File: src/rtl/cache_bus_requester.sv
// Cache-side bus master: bids for the shared bus on a miss, issues one
// line-aligned read, collects BEATS data beats and returns the assembled line.
module cache_bus_requester #(
    parameter int unsigned ADDR_W = 64,
    parameter int unsigned DATA_W = 64,
    parameter int unsigned BEATS  = 8
) (
    input  logic                      clk,
    input  logic                      reset,
    input  logic                      req_valid,
    input  logic [ADDR_W-1:0]         req_addr,
    output logic                      req_ready,
    output logic                      resp_valid,
    output logic [BEATS*DATA_W-1:0]   resp_line,
    output logic                      bus_bid,
    input  logic                      bus_grant,
    output logic                      bus_addr_valid,
    output logic [ADDR_W-1:0]         bus_addr,
    input  logic                      bus_addr_ready,
    input  logic                      bus_rdata_valid,
    input  logic [DATA_W-1:0]         bus_rdata
);

    localparam int unsigned LINE_W = BEATS * DATA_W;
    localparam int unsigned CNT_W  = $clog2(BEATS);
    localparam int unsigned OFF_W  = $clog2(LINE_W / 8);
    localparam logic [ADDR_W-1:0] LINE_MASK = ~ADDR_W'(0) << OFF_W;

    typedef enum logic [2:0] {
        S_IDLE,
        S_BID,
        S_ADDR,
        S_FILL,
        S_DONE,
        S_RELEASE
    } state_t;

    state_t              state_q, state_d;
    logic                req_ready_q, req_ready_d;
    logic                resp_valid_q, resp_valid_d;
    logic [LINE_W-1:0]   resp_line_q, resp_line_d;
    logic                bus_bid_q, bus_bid_d;
    logic                bus_addr_valid_q, bus_addr_valid_d;
    logic [ADDR_W-1:0]   bus_addr_q, bus_addr_d;
    logic [CNT_W-1:0]    cnt_q, cnt_d;

    // Next-state and registered-output logic
    always_comb begin
        state_d          = state_q;
        req_ready_d      = req_ready_q;
        resp_valid_d     = 1'b0;
        resp_line_d      = resp_line_q;
        bus_bid_d        = bus_bid_q;
        bus_addr_valid_d = bus_addr_valid_q;
        bus_addr_d       = bus_addr_q;
        cnt_d            = cnt_q;

        case (state_q)
            S_IDLE: begin
                if (req_valid) begin
                    bus_addr_d  = req_addr & LINE_MASK;
                    req_ready_d = 1'b0;
                    bus_bid_d   = 1'b1;
                    state_d     = S_BID;
                end
            end
            S_BID: begin
                if (bus_grant) begin
                    bus_addr_valid_d = 1'b1;
                    state_d          = S_ADDR;
                end
            end
            S_ADDR: begin
                // rdata on the accept cycle is deliberately dropped
                if (bus_addr_ready) begin
                    bus_addr_valid_d = 1'b0;
                    cnt_d            = '0;
                    state_d          = S_FILL;
                end
            end
            S_FILL: begin
                if (bus_rdata_valid) begin
                    for (int unsigned i = 0; i < BEATS; i++) begin
                        if (cnt_q == CNT_W'(i)) begin
                            resp_line_d[i*DATA_W +: DATA_W] = bus_rdata;
                        end
                    end
                    cnt_d = cnt_q + CNT_W'(1);
                    if (cnt_q == CNT_W'(BEATS - 1)) begin
                        resp_valid_d = 1'b1;
                        bus_bid_d    = 1'b0;
                        state_d      = S_DONE;
                    end
                end
            end
            S_DONE: begin
                state_d = S_RELEASE;
            end
            S_RELEASE: begin
                // Wait out the lagging grant so it is never mistaken for a new one
                if (!bus_grant) begin
                    req_ready_d = 1'b1;
                    state_d     = S_IDLE;
                end
            end
            default: begin
                state_d          = S_IDLE;
                req_ready_d      = 1'b1;
                bus_bid_d        = 1'b0;
                bus_addr_valid_d = 1'b0;
                cnt_d            = '0;
            end
        endcase
    end

    always_ff @(posedge clk or negedge reset) begin
        if (!reset) begin
            state_q          <= S_IDLE;
            req_ready_q      <= 1'b1;
            resp_valid_q     <= 1'b0;
            resp_line_q      <= '0;
            bus_bid_q        <= 1'b0;
            bus_addr_valid_q <= 1'b0;
            bus_addr_q       <= '0;
            cnt_q            <= '0;
        end else begin
            state_q          <= state_d;
            req_ready_q      <= req_ready_d;
            resp_valid_q     <= resp_valid_d;
            resp_line_q      <= resp_line_d;
            bus_bid_q        <= bus_bid_d;
            bus_addr_valid_q <= bus_addr_valid_d;
            bus_addr_q       <= bus_addr_d;
            cnt_q            <= cnt_d;
        end
    end

    assign req_ready      = req_ready_q;
    assign resp_valid     = resp_valid_q;
    assign resp_line      = resp_line_q;
    assign bus_bid        = bus_bid_q;
    assign bus_addr_valid = bus_addr_valid_q;
    assign bus_addr       = bus_addr_q;

endmodule
File: config.mk
export PLATFORM = sky130hd
export DESIGN_NAME = cache_bus_requester
export DESIGN_NICKNAME = d
export VERILOG_FILES = /design/src/rtl/cache_bus_requester.sv
export SDC_FILE = /design/constraint.sdc
export NUM_CORES = 1
export LEC_CHECK = 0
export CAP_MARGIN = 20
export CORE_AREA = 3 3 276 278
export CTS_BUF_LIST = sky130_fd_sc_hd__clkbuf_4 sky130_fd_sc_hd__clkbuf_8
export DETAILED_ROUTE_END_ITERATION = 12
export DIE_AREA = 0 0 279 281
export SLEW_MARGIN = 30
export SYNTH_ARGS = -nofsm -noshare
export SYNTH_HDL_FRONTEND = slang
export SYNTH_SLANG_ARGS = --single-unit
File: constraint.sdc
create_clock -name clk -period 4 [get_ports clk]
set_input_delay 1.2 -clock clk [delete_from_list [all_inputs] [get_ports clk]]
set_output_delay 1.2 -clock clk [all_outputs]
set_load 0.01 [all_outputs]
Word-level counts from Yosys, hierarchy flattened
Cells that the tools add are included.

Bits in registers: 580. Output and inout port bits: 580. Input port bits: 134. Word-level logic and storage cells: 81.

Mux-type cells: 23. $add $sub $neg: 1. Equal/unequal tests: 18. Reductions and logical operators: 20. Bitwise operators: 4.

Operator list (number): $reduce_and A3 Y1 (11); $mux W3 (8); $eq A3 B3 Y1 const B (6); $pmux W3 S6 (1); $reduce_or A4 Y1 (4); $eq A3 B2 Y1 const B (4); $ne A2 B2 Y1 const B (6); $mux W1 (10); $pmux W1 S3 (3); $pmux W3 S3 (1); $eq A3 B1 Y1 const B (2); $logic_not A3 Y1 (2); $reduce_and A6 Y1 (1); $not A1 Y1 (4); $reduce_and A4 Y1 (1); $add A3 B1 Y3 const B (1); $reduce_and A2 Y1 (1).

Logic depth before layout (Yosys ltp)
Word-level depth: 4. Depth in mapped cells: 7. Gate-level depth less buffers: 5.

Worst setup path after synthesis
OpenSTA, ideal clock, no wires.

Path kind: input to register. Start: in bus_rdata_valid. End: reg resp_line_q[43] (netlist: resp_line[43]). Data required time: 3.875 ns. Slack: 1.489 ns. Cell stages on the path: 4. Arrival: 2.386 ns. Library setup time: 0.125 ns. Buffers on the path: 1. Cells stage by stage: nand3b_1 > nor3_4 > buf_6 > mux2_2.

Longest elaborated chain between the ends: 1.

RTL lines: start: declaration (line 20) `input logic bus_rdata_valid,`; $reduce_and A3 Y1 (no source line); end signal: assignment (line 130) `resp_line_q <= resp_line_d;`; end: declaration (line 41) `logic [LINE_W-1:0] resp_line_q, resp_line_d;`.

No other way between the ends. A chain may end at the register's enable or synchronous reset.

Final worst setup path
Start: reg req_ready_q (netlist: req_ready). End: out req_ready.

RTL lines: start: declaration (line 39) `logic req_ready_q, req_ready_d;`; start signal: assignment (line 128) `req_ready_q <= req_ready_d;`; end: declaration (line 12) `output logic req_ready,`.

No word-level cell between the ends.

==> impl_metrics.py <==
metrics = {
    "global_route": {
        "track_usage_pct": 17.30,
        "grt_pass1_vias": 15490,
        "overflow": 0,
        "antenna_found_initial": 4,
        "grt_max_degree": 77,
        "grt_pass1_wl_um": 102300,
    },
    "worst_hold_path": {
        "hp-class": "reg -> reg",
    },
    "job": {
        "drv_cap": 0,
    },
    "timing": {
        "finalHoldViolCount": 0,
        "min_period_ns": 3.052,
        "holdWs_ns": 0.4823,
        "finalSetupTns_ns": 0,
        "setup_viol": 0,
        "min_period_over_period_pct": 76.30,
        "worstMarginPinSlew_ns": 0.8070,
        "max_freq_mhz": 327.7,
        "rsz0062_at_grt": "false",
        "relSlewSlack_pct": 46.20,
        "skew_ns": 0.04361,
        "drv_slew": 0,
    },
    "die": {
        "die-area_um2": 78400,
        "dieHeight_um": 281,
        "rows": 100,
        "boundaryPins": 714,
        "die_w_um": 279,
        "start_util_pct": 29.48,
        "coreArea_um2": 74200,
    },
    "routing": {
        "ant_nets": 0,
        "drcViolationCount": 0,
        "viasPerCell": 4.511,
        "wl_per_cell_um": 22.49,
        "wl_met1_um": 26030,
        "drtPass1Iterations": 4,
        "drt_iter0_markers": 479,
        "wl_met2_um": 36430,
        "wl_met3_um": 4718,
        "top_layer": "met5",
        "num_vias": 13990,
        "wl_um": 69760,
    },
    "yosys": {
        "synthFlopType": "dfrtp_1",
        "netlist_instances": 1281,
        "netlist.area_leader.share_pct": 66.23,
        "syn_avg_cell_area_um2": 17.08,
        "ys_top_cells_by_area": "dfrtp_1, mux2_2, mux2_1",
        "yosysSeqAreaShare_pct": 66.35,
        "synth_edf_count": 0,
        "synth_seq_cells": 580,
        "ys_types": 39,
        "synth.most_common_cell": "dfrtp_1",
        "synthTopCellsByCount": "dfrtp_1, mux2_2, mux2_1",
        "yosysWarnings": 0,
        "synth_area_um2": 21880,
        "synth_largest_area_cell": "dfrtp_1",
        "ys_async_sr_fraction_pct": 100.0,
    },
    "clock_network": {
        "clock-root-buffer": "clkbuf_8",
        "clock_sinks": 580,
        "postCtsResizedCells": 0,
        "post_cts_buffers": 0,
        "holdBufCountCts": 0,
        "worst_skew_pair.late_latency_ns": 0.71,
        "clockBufferDepth": 3,
        "h-tree-depth": 3,
        "numCtsBuffers": 100,
        "clkTransAtPathRegs_ns": 0.06,
        "cts_tree": "done",
    },
    "setup_path": {
        "start_kind": "register",
        "cp.arrival_ns": 1.85,
        "crit_buf_inv": 1,
        "critPathSlowestCell": "clkdlybuf4s50_1",
        "crit_type": "reg -> out",
        "cp.required_ns": 2.80,
        "worstSetupEndpointType": "output pin",
        "cp_cell_sequence": "clkdlybuf4s50_1",
        "path_delay_family": "buffers and inverters",
        "slowest_delay_ns": 0.63,
        "cp_max_fo": 2,
    },
    "placement": {
        "dpl.hpwl_um": 48730,
        "dp.cells": 2924,
        "io_buffer_count": 701,
        "gp_congestion": 0.8024,
    },
    "layout": {
        "instances_no_fill": 3102,
        "area_growth_pct": 48.17,
        "nets": 2197,
        "final_util_pct": 43.69,
        "drive_above_1_share_pct": 31.64,
    },
    "power": {
        "ir_drop_v": 0.0003715,
        "power_mw": 25.72,
        "p_leak_nw": 14.20,
        "power_density_nw_per_um2": 793.4,
    },
    "outcome": {
        "outcome": "complete, no violations",
    },
}
-- metrics by stage --
step	setup WS, ns	area, um^2
2_1_floorplan	1.489	21890
3_3_place_gp	0.5703	30260
3_5_place_dp	0.5306	30260
4_1_cts	0.8279	32410
5_1_grt	0.8311	32410
6_report	0.9482	32410
-- worst paths after layout --
kind                                       startpoint                          to  slack (ns)  depth (start not counted)
max in group asynchronous                       reset   resp_line[63]$_DFFE_PN0P_        2.35                          3
min reg2reg                resp_line[372]$_DFFE_PN0P_  resp_line[372]$_DFFE_PN0P_        0.48                          1
min                        resp_line[372]$_DFFE_PN0P_  resp_line[372]$_DFFE_PN0P_        0.48                          1
min in group asynchronous                       reset  resp_line[152]$_DFFE_PN0P_        0.56                          1
max reg2reg                    state_q[0]$_DFFE_PN0P_   resp_line[95]$_DFFE_PN0P_        1.65                          4
max                             req_ready$_DFFE_PN1P_                   req_ready        0.95                          1
-- flip-flops by register name (all words and copies together) (netlist names) --
register	cells
bus_addr	58
bus_addr_valid	1
bus_bid	1
cnt_q	3
req_ready	1
resp_line	512
resp_valid	1
state_q	3
-- cell type report --
type / instances / area [um^2]
Clock inverter: 18 / 192.7
Tap cell: 969 / 1212
Fill cell: 6756 / 41780
Sequential cell: 580 / 14520
Timing Repair Buffer: 738 / 7562
Inverter: 8 / 30.03
Antenna cell: 3 / 7.507
Clock buffer: 157 / 1954
Multi-Input combinational cell: 629 / 6939
-- power by group --
| group | leakage [nW] | internal [mW] | switching (mW) | total [mW] |
|---|---|---|---|---|
| registers | 7.35 | 8.32 | 1.33 | 9.65 |
| logic | 5.70 | 6.19 | 4.18 | 10.4 |
| clock network | 1.15 | 3.24 | 2.46 | 5.70 |
-- metal layers --
layer / GRT usage [%] / vias up
met5: 0 / -
met4: 6.882 / 2
met3: 5.383 / 145
met2: 30.94 / 483
met1: 19.19 / 7269
li1: - / 6094
-- cell families after synthesis --
family / after synthesis / synth area share, %
flip-flops: 580 / 66.35
multiplexers: 571 / 29.56
buffers and inverters: 77 / 2.173
AND/OR/NAND/NOR: 24 / 0.8693
AO/OA/AOI/OAI: 21 / 0.6406
adder cells (fa/ha/maj): 6 / 0.3432
other: 1 / 0.01714
XOR/XNOR: 1 / 0.04004
-- layout by cell type, fill, tap and decap left out, types with 6 or more instances in the layout --
| cell | instances |
|---|---|
| clkdlybuf4s50_1 | 700 |
| dfrtp_1 | 579 |
| mux2_2 | 439 |
| clkbuf_8 | 124 |
| mux2_1 | 122 |
| clkbuf_4 | 33 |
| buf_12 | 21 |
| buf_4 | 16 |
| mux2_4 | 10 |
| clkinv_2 | 10 |
| inv_1 | 7 |
| o21ai_0 | 6 |
| ha_1 | 6 |
| conb_1 | 6 |
(Power assumes the default switching activity.)
